### src/rtl/uart_pkg.sv
// ============================================================================
// Module   : uart_pkg
// Brief    : Shared UART types, frame sizing and parity helper.
// Revision : 1.0 - initial release
// ============================================================================
`default_nettype none

package uart_pkg;

    typedef enum logic [1:0] {
        IDLE  = 2'd0,
        START = 2'd1,
        DATA  = 2'd2
    } state_t;

    localparam int SHREG_W = 10;

    // Bits following the start bit: data (7/8), optional parity, one stop.
    function automatic logic [3:0] frame_bits(input logic eight, input logic pen);
        return 4'd8 + {3'b000, eight} + {3'b000, pen};
    endfunction

    // Even parity over 7 or 8 data bits, inverted for odd parity.
    function automatic logic parity(input logic [7:0] data, input logic eight,
                                    input logic ohel);
        return (^data[6:0]) ^ (eight & data[7]) ^ ohel;
    endfunction

endpackage

`default_nettype wire

### src/rtl/rx_synchronizer.sv
// ============================================================================
// Module   : rx_synchronizer
// Brief    : Two-flop synchronizer for the serial line plus falling-edge flop.
// Revision : 1.0 - initial release
// ============================================================================
`default_nettype none

module rx_synchronizer (
    input  logic clk,
    input  logic rst,
    input  logic rx,
    output logic rx_s,
    output logic fall
);

    logic [2:0] r_sync;

    // All stages reset high so a line idling high produces no spurious edge.
    always_ff @(posedge clk) begin
        if (rst) begin
            r_sync <= 3'b111;
        end else begin
            r_sync <= {r_sync[1:0], rx};
        end
    end

    assign rx_s = r_sync[1];
    assign fall = r_sync[2] & ~r_sync[1];

endmodule

`default_nettype wire

### src/rtl/receive_engine.sv
// ============================================================================
// Module   : receive_engine
// Brief    : UART receiver - deframes, checks parity/stop, holds byte + flags.
// Revision : 1.0 - initial release
// ============================================================================
`default_nettype none

module receive_engine
    import uart_pkg::*;
(
    input  logic        clk,
    input  logic        rst,
    input  logic        rx,
    input  logic        read,
    input  logic        eight,
    input  logic        pen,
    input  logic        ohel,
    input  logic [18:0] baud_decode,
    output logic [7:0]  rx_data,
    output logic        rx_rdy,
    output logic        perr,
    output logic        ferr,
    output logic        ovf
);

    logic               w_rx_s;
    logic               w_fall;
    state_t             r_state;
    logic [18:0]        r_count;
    logic [3:0]         r_bit_cnt;
    logic [SHREG_W-1:0] r_shreg;
    logic               r_eight;
    logic               r_pen;
    logic               r_ohel;

    logic [3:0]         w_frame_n;
    logic               w_bit_tick;
    logic               w_done;
    logic [SHREG_W-1:0] w_shreg_next;
    logic [SHREG_W-1:0] w_aligned;
    logic [7:0]         w_data;
    logic               w_par_rx;
    logic               w_stop;
    logic               w_perr;

    rx_synchronizer u_sync (
        .clk  (clk),
        .rst  (rst),
        .rx   (rx),
        .rx_s (w_rx_s),
        .fall (w_fall)
    );

    assign w_frame_n    = frame_bits(r_eight, r_pen);
    assign w_bit_tick   = (r_state == DATA) && (r_count == baud_decode);
    assign w_done       = w_bit_tick && ((r_bit_cnt + 4'd1) == w_frame_n);
    assign w_shreg_next = {w_rx_s, r_shreg[SHREG_W-1:1]};

    // Bits enter at the MSB, so a short frame sits high in the register.
    assign w_aligned = w_shreg_next >> (4'd10 - w_frame_n);
    assign w_data    = {r_eight & w_aligned[7], w_aligned[6:0]};
    assign w_par_rx  = r_eight ? w_aligned[8] : w_aligned[7];
    assign w_stop    = w_aligned[w_frame_n - 4'd1];
    assign w_perr    = r_pen & (w_par_rx != parity(w_data, r_eight, r_ohel));

    always_ff @(posedge clk) begin
        if (rst) begin
            r_state   <= IDLE;
            r_count   <= '0;
            r_bit_cnt <= '0;
            r_shreg   <= '0;
            r_eight   <= 1'b0;
            r_pen     <= 1'b0;
            r_ohel    <= 1'b0;
        end else begin
            case (r_state)
                IDLE: begin
                    r_count <= '0;
                    if (w_fall) begin
                        r_eight <= eight;
                        r_pen   <= pen;
                        r_ohel  <= ohel;
                        r_state <= START;
                    end
                end
                START: begin
                    if (r_count == (baud_decode >> 1)) begin
                        r_count <= '0;
                        if (!w_rx_s) begin
                            r_bit_cnt <= '0;
                            r_state   <= DATA;
                        end else begin
                            r_state <= IDLE;
                        end
                    end else begin
                        r_count <= r_count + 19'd1;
                    end
                end
                DATA: begin
                    if (w_bit_tick) begin
                        r_shreg   <= w_shreg_next;
                        r_count   <= '0;
                        r_bit_cnt <= r_bit_cnt + 4'd1;
                        if (w_done) begin
                            r_state <= IDLE;
                        end
                    end else begin
                        r_count <= r_count + 19'd1;
                    end
                end
                default: begin
                    r_state <= IDLE;
                    r_count <= '0;
                end
            endcase
        end
    end

    // A completing byte takes priority over a simultaneous read.
    always_ff @(posedge clk) begin
        if (rst) begin
            rx_data <= '0;
            rx_rdy  <= 1'b0;
            perr    <= 1'b0;
            ferr    <= 1'b0;
            ovf     <= 1'b0;
        end else begin
            if (w_done) begin
                rx_data <= w_data;
                rx_rdy  <= 1'b1;
                perr    <= w_perr;
                ferr    <= ~w_stop;
            end else if (read) begin
                rx_rdy <= 1'b0;
                perr   <= 1'b0;
                ferr   <= 1'b0;
            end

            if (w_done && rx_rdy && !read) begin
                ovf <= 1'b1;
            end else if (read) begin
                ovf <= 1'b0;
            end
        end
    end

endmodule

`default_nettype wire
### config.mk
export PLATFORM = sky130hd
export DESIGN_NAME = receive_engine
export DESIGN_NICKNAME = d
export VERILOG_FILES = /design/src/rtl/uart_pkg.sv /design/src/rtl/rx_synchronizer.sv /design/src/rtl/receive_engine.sv
export SDC_FILE = /design/constraint.sdc
export NUM_CORES = 1
export LEC_CHECK = 0
export ABC_CLOCK_PERIOD_IN_PS = 2800
export CAP_MARGIN = 25
export CELL_PAD_IN_SITES_DETAIL_PLACEMENT = 1
export CELL_PAD_IN_SITES_GLOBAL_PLACEMENT = 1
export CORE_AREA = 2 2 87 89
export CTS_BUF_LIST = sky130_fd_sc_hd__clkbuf_8
export DETAILED_ROUTE_END_ITERATION = 8
export DIE_AREA = 0 0 89 91
export PLACE_DENSITY_LB_ADDON = 0.1
export SLEW_MARGIN = 10
export SYNTH_ARGS = -nofsm -noshare
export SYNTH_HDL_FRONTEND = slang
export SYNTH_SLANG_ARGS = --single-unit
### constraint.sdc
create_clock -name clk -period 2.8 [get_ports clk]
set_input_delay 0.56 -clock clk [delete_from_list [all_inputs] [get_ports clk]]
set_output_delay 0.56 -clock clk [all_outputs]
set_load 0.03 [all_outputs]
==> results_dict.tcl, run 1 <==
set metrics [dict create \
    outcome "finished, final reports clean" \
    core_mm2 0.00714 \
    ys_warn_count 0 \
    vias_per_cell 5.07 \
    setup_viol 0 \
    insertion_delay_ns 0.31 \
    power_density_mw_per_mm2 374 \
    ys_top_cells_by_count "52 x dfxtp_1, 50 x xor2_1, 43 x nor2_1, 24 x mux2i_1, 16 x nand2_1" \
    max_clock_freq_mhz 383 \
    worstHoldPathCells 1 \
    worst-setup-path-type "primary input to register" \
    netlist_area_mm2 0.00308 \
    synth.distinct_cells 47 \
    rows 31 \
    grt_pass1_wl_um 12500 \
    grt_pass1_vias 2617 \
    area_growth_pct 19.8 \
    die_w_um 89 \
    ys_ff_latch 52 \
    layout_min_cycle_time_ns 2.61 \
    antenna_found_initial 0 \
    path_clk_slew_ns 0.10 \
    grt_usage_pct 19.7 \
    slew_headroom_pct 64.2 \
    crit_path_start "baud_decode[3]" \
    dpl.hpwl_um 5560 \
    synth_area_leaders "dfxtp_1 34%, xor2_1 14%, mux2i_1 7.8%" \
    dpl_cell_area_mm2 0.00358 \
    reg2reg_setup_slack_ns 0.27 \
    start_util_pct 43.2 \
    wirelength_um 7300 \
    syn-instance-count 345 \
    path_max_fanout 3 \
    grt_max_degree 35 \
    drive_gt1_share_pct 10.3 \
    hold_path_class "register to register" \
    antenna_cells 0 \
    firstDrtPassIters 4 \
    drt_iter0_markers 58 \
    ctsLongestPathBuffers 2 \
    synth_top_area_share_pct 33.8 \
    cp_data_arrival_time_ns 2.85 \
    yosysMostFrequentCell "dfxtp_1" \
    grt_remaining_overflow 0 \
    drc_errors 0 \
    cts_tree "yes" \
    place.gp.congestion 0.899 \
    report.final.hold_viol_count 0 \
    synth_edf_count 0 \
    clockRootBuffer "clkbuf_8" \
    slew_viol_final 0 \
    endpoint "r_bit_cnt[3]" \
    postRouteAntennaNets 0 \
    wl_met3_um 242 \
    min_period_over_period_pct 93.2 \
    synth_async_sr_flop_share_pct 0 \
    reg2reg_depth 9 \
    hold-worst-slack_ns 0.425 \
    final_nets 421 \
    ys.flop_type "dfxtp_1" \
    worst_pin_slew_ns 0.537 \
    timing.rr.start "r_pen" \
    finalClockSkew_ns 0.0134 \
    cts_max_level 2 \
    cp-start-kind "primary input" \
    vias 2467 \
    tns_ns 0 \
    detail_route.wl_per_cell_um 15.0 \
    crit_path_end_kind "register" \
    maxCapViolCount 0 \
    layout.area.seq_mm2 0.00104 \
    leakage_nw 1.52 \
    crit_required_ns 3.04 \
    die-area_mm2 0.00810 \
    avgSynthCellArea_um2 8.94 \
    nFillCells 870 \
    portBuffers 37 \
    multi_input_area_mm2 0.00186 \
    rr_endpoint "perr" \
    highest_layer "met4" \
    met1_length_um 3160 \
    synth_seq_area_share_pct 33.8 \
    cts_inserted_buffers 5 \
    rsz0062_at_grt "false" \
    die_h_um 91 \
    synth_top_area_cell "dfxtp_1" \
    met2_length_um 3790 \
    clkSinkCount 52 \
    final_cell_area_mm2 0.00369 \
    vdd_drop_max_v 0.000241 \
    syn_nets 379 \
    ios 38 \
]
power breakdown:
group          switching (mW)  internal [mW]  leakage, nW  total, mW
combinational          0.0872          0.101         1.05      0.188
clock                   0.251          0.198       0.0486      0.449
sequential            0.00281          0.743        0.420      0.746
total                   0.341           1.04         1.52       1.38
per-stage QoR:
stage | utilization, % | setup slack [ns] | power, mW | cells
2_1_floorplan | - | 0.360 | 0.871 | 345
3_3_place_gp | 50.2 | -0.176 | 0.946 | 479
3_5_place_dp | 50.2 | -0.178 | 0.949 | 479
4_1_cts | 51.5 | 0.0143 | 1.40 | 487
5_1_grt | 51.8 | 0.0602 | 1.45 | 487
6_report | 51.8 | 0.192 | 1.38 | 487
area by class of cell:
type                    instances  share of cell area, %
flip-flops and latches         52                   28.2
well taps                      99                   3.35
clock inverters                 2                  0.305
clock buffers                   6                   2.24
repair buffers                 58                   14.6
inverters                      10                   1.02
multi-input cells             260                   50.3
how the worst min path moves through the flow:
stage / slack, ns / startpoint / endpoint
final: 0.43 / u_sync.r_sync[0] / u_sync.r_sync[1]
after global routing: 0.44 / u_sync.r_sync[0] / u_sync.r_sync[1]
after floorplan: 0.39 / u_sync.r_sync[0] / u_sync.r_sync[1]
after global placement: 0.41 / u_sync.r_sync[0] / u_sync.r_sync[1]
after detailed placement: 0.40 / u_sync.r_sync[0] / u_sync.r_sync[1]
after CTS: 0.43 / u_sync.r_sync[0] / u_sync.r_sync[1]
flip-flops by register name (all words and copies together) (netlist names):
register / cells
r_state: 2
ovf: 1
rx_data: 8
r_pen: 1
r_count: 19
r_shreg: 9
u_sync.r_sync: 3
rx_rdy: 1
perr: 1
r_ohel: 1
r_eight: 1
r_bit_cnt: 4
ferr: 1
cell families after synthesis:
family,count (synthesis),share of synthesized area (%)
mux,26,8.64
flops,52,33.8
fa+ha+maj,8,3.25
simple gates,123,19.7
compound gates,37,8.81
xor+xnor,66,19.2
buf+inv,33,6.62
routing by layer:
layer  vias to the layer above  GRT usage [%]
met5                         -              0
met4                         0           5.97
met3                         5           3.36
met2                        39           34.8
met1                      1179           23.8
li1                       1244              -
worst max-delay path, stage by stage:
cell,delay (ns)
clkdlybuf4s50_1,0.44
buf_4,0.15
xor2_1,0.14
nor4_2,0.33
nand4_1,0.20
o41ai_4,0.28
o211ai_2,0.16
or4_1,0.42
a21oi_1,0.15
layout by cell type, fill, tap and decap left out, drive strengths merged, types with 3 or more instances in the layout:
cell type / count
buf: 21
xor2: 50
nor3: 7
a21oi: 13
nand2b: 5
clkbuf: 6
and3: 6
clkdlybuf4s50: 37
nand2: 16
nor4: 8
mux2i: 24
or2: 5
a221oi: 3
o21ai: 8
nand3: 11
xnor2: 15
dfxtp: 52
nor2b: 6
nor2: 44
ha: 8
inv: 11
nand4: 7
o21bai: 3
what timing repair did:
action	4_1_cts	5_1_grt
gates resized for setup	0	3
endpoints found under the setup margin	0	2
endpoints found under the hold margin	0	0
hold buffers	0	0
buffers inserted	0	0
No activity file was read; power rests on OpenSTA's default activity.
==> inputs of run 2 (changes only) <==
--- a/config.mk
+++ b/config.mk
@@ -5,7 +5,7 @@
 export SDC_FILE = /design/constraint.sdc
 export NUM_CORES = 1
 export LEC_CHECK = 0
-export ABC_CLOCK_PERIOD_IN_PS = 2800
+export ABC_CLOCK_PERIOD_IN_PS = 2560
 export CAP_MARGIN = 25
 export CELL_PAD_IN_SITES_DETAIL_PLACEMENT = 1
 export CELL_PAD_IN_SITES_GLOBAL_PLACEMENT = 1
==> constraint.sdc (replaced) <==
create_clock -name clk -period 2.56 [get_ports clk]
set_input_delay 0.512 -clock clk [delete_from_list [all_inputs] [get_ports clk]]
set_output_delay 0.512 -clock clk [all_outputs]
set_load 0.03 [all_outputs]
==> run 2 against run 1 <==
  * Combinational power grew 18%
  * First-iteration DRC count is 31% lower
  * Cell count rose by 4.1%
  * Die area is the same
  * Flip-flop and latch count unchanged
  * Clock power is 68% higher
  * Global-route usage shrank 0.17 points
  * Routed wire length rose by 3.7%
  * Setup slack worse by 0.080 ns
  * Critical path depth is 1 higher
  * Total power is 30% higher
  * Critical path type is now register to register
  * Highest routed layer unchanged
==> results_dict.tcl, run 2 (synthesis results as in run 1) <==
set metrics [dict create \
    outcome "finished, final reports clean" \
    maxCapViolCount 0 \
    drc_errors 0 \
    layout.area.seq_mm2 0.00104 \
    hold_path_class "register to register" \
    drive_gt1_share_pct 17.6 \
    highest_layer "met4" \
    dpl.hpwl_um 5810 \
    p_total_mw 1.79 \
    cpPeakStageDelay_ns 0.38 \
    area_growth_pct 29.3 \
    power_density_mw_per_mm2 450 \
    layout_commonest_cell "dfxtp_1" \
    firstDrtPassIters 3 \
    biggestRegsByFlops "r_count x19, r_shreg x9, rx_data x8" \
    detail_route.wl_per_cell_um 14.9 \
    grt_pass1_vias 2696 \
    place.gp.congestion 0.878 \
    layout_min_cycle_time_ns 2.45 \
    grt_usage_pct 19.5 \
    worst_pin_slew_ns 0.504 \
    core_mm2 0.00714 \
    reg2reg_depth 10 \
    path_clk_slew_ns 0.10 \
    wl_met3_um 192 \
    final_cell_mix "51 x dfxtp_1, 48 x xor2_1, 43 x nor2_1, 39 x buf_4, 26 x clkdlybuf4s50_1" \
    power_frac_comb_pct 12.3 \
    multi_input_area_mm2 0.00191 \
    largest_reg_flops 19 \
    placed_cells 498 \
    die-area_mm2 0.00810 \
    cts_max_level 2 \
    path_max_fanout 4 \
    met1_length_um 3280 \
    vias 2537 \
    worst-setup-path-type "register to register" \
    ctsHoldBuffers 0 \
    switchingPower_uw 373 \
    die_h_um 91 \
    post_layout_nonfiller_instances 507 \
    slew_headroom_pct 66.4 \
    cp-start-kind "register" \
    met2_length_um 4010 \
    nFillCells 861 \
    crit_required_ns 2.78 \
    antenna_found_initial 0 \
    min_period_over_period_pct 95.7 \
    wirelength_um 7560 \
    setup_viol 0 \
    critical_path.cell_chain "inv_1 > ha_4 > buf_4 > mux2i_1 > mux2_1 > a21oi_2 > xor2_2 > xnor3_1 > xnor2_1 > o41ai_2" \
    cts_inserted_buffers 5 \
    rows 31 \
    report.final.hold_viol_count 0 \
    grt_pass1_wl_um 12600 \
    worstHoldPathCells 1 \
    vdd_drop_max_v 0.000249 \
    postLayoutCoreUtil_pct 55.9 \
    die_w_um 89 \
    max_clock_freq_mhz 408 \
    place_ws_ns -0.431 \
    clockRootBuffer "clkbuf_8" \
    grt_max_degree 20 \
    final_nets 441 \
    p_int_mw 1.42 \
    start_util_pct 43.2 \
    cp_data_arrival_time_ns 2.67 \
    cts_tree "yes" \
    antenna_cells 0 \
    tns_ns 0 \
    grt_remaining_overflow 0 \
    p_sw_share_pct 20.8 \
    crit_path_end_kind "register" \
    power_frac_clock_pct 42.2 \
    vias_per_cell 5.00 \
    cp_slowest_cell "dfxtp_4" \
    worst_slack_ns 0.111 \
    clkSinkCount 52 \
    insertion_delay_ns 0.31 \
    largest-register "r_count" \
    postRouteAntennaNets 0 \
    ctsLongestPathBuffers 2 \
    portBuffers 37 \
    leakage_nw 1.72 \
    drt_iter0_markers 40 \
    seqPwrFrac_pct 45.5 \
    slew_viol_final 0 \
    finalClockSkew_ns 0.00978 \
    ios 38 \
]
-- run 2: area by class of cell --
| cell class | count | area share [%] |
|---|---|---|
| Multi-Input combinational cell | 260 | 48.0 |
| Tap cell | 99 | 3.11 |
| Clock buffer | 5 | 1.73 |
| Inverter | 10 | 0.942 |
| Clock inverter | 3 | 2.26 |
| Sequential cell | 52 | 26.2 |
| Timing Repair Buffer | 78 | 17.7 |
-- run 2: worst max-delay path, delay by kind of cell, from the launching register on --
| family | cells | cell delay (ns) |
|---|---|---|
| AO/OA/AOI/OAI | 2 | 0.38 |
| multiplexers | 2 | 0.45 |
| adder cells (fa/ha/maj) | 1 | 0.26 |
| XOR/XNOR | 3 | 0.66 |
| buffers and inverters | 2 | 0.23 |
| flip-flops | 1 | 0.38 |
-- run 2: metal layers --
layer,up-vias,global-route usage (%)
met5,-,0
met4,0,4.10
met3,7,2.82
met2,35,36.6
met1,1213,22.9
li1,1282,-
-- run 2: final timing paths --
check             slack (ns)              from                to
hold / removal          0.43  u_sync.r_sync[0]  u_sync.r_sync[1]
setup / recovery        0.11           r_eight              perr
hold reg to reg         0.43  u_sync.r_sync[0]  u_sync.r_sync[1]
setup reg to reg        0.11           r_eight              perr
-- run 2: power by group through the flow --
stage / registers, mW / logic (mW) / clock network (mW)
2_1_floorplan: 0.835 / 0.118 / 0
3_3_place_gp: 0.835 / 0.209 / 0
5_1_grt: 0.816 / 0.241 / 0.813
6_report: 0.815 / 0.221 / 0.756
3_5_place_dp: 0.835 / 0.213 / 0
4_1_cts: 0.816 / 0.221 / 0.784
-- run 2: metrics by stage --
stage / hold WS (ns) / area (µm²)
floorplan: 0.389 / 3080
global placement: 0.415 / 3720
detailed placement: 0.407 / 3720
CTS: 0.436 / 3920
global route: 0.450 / 3990
finish: 0.431 / 3990
-- run 2: repair_timing --
item                       4_1_cts  5_1_grt
buffers inserted                 1        0
setup endpoints to repair       25       35
gates resized for setup         10       17
pin swaps                        8        9
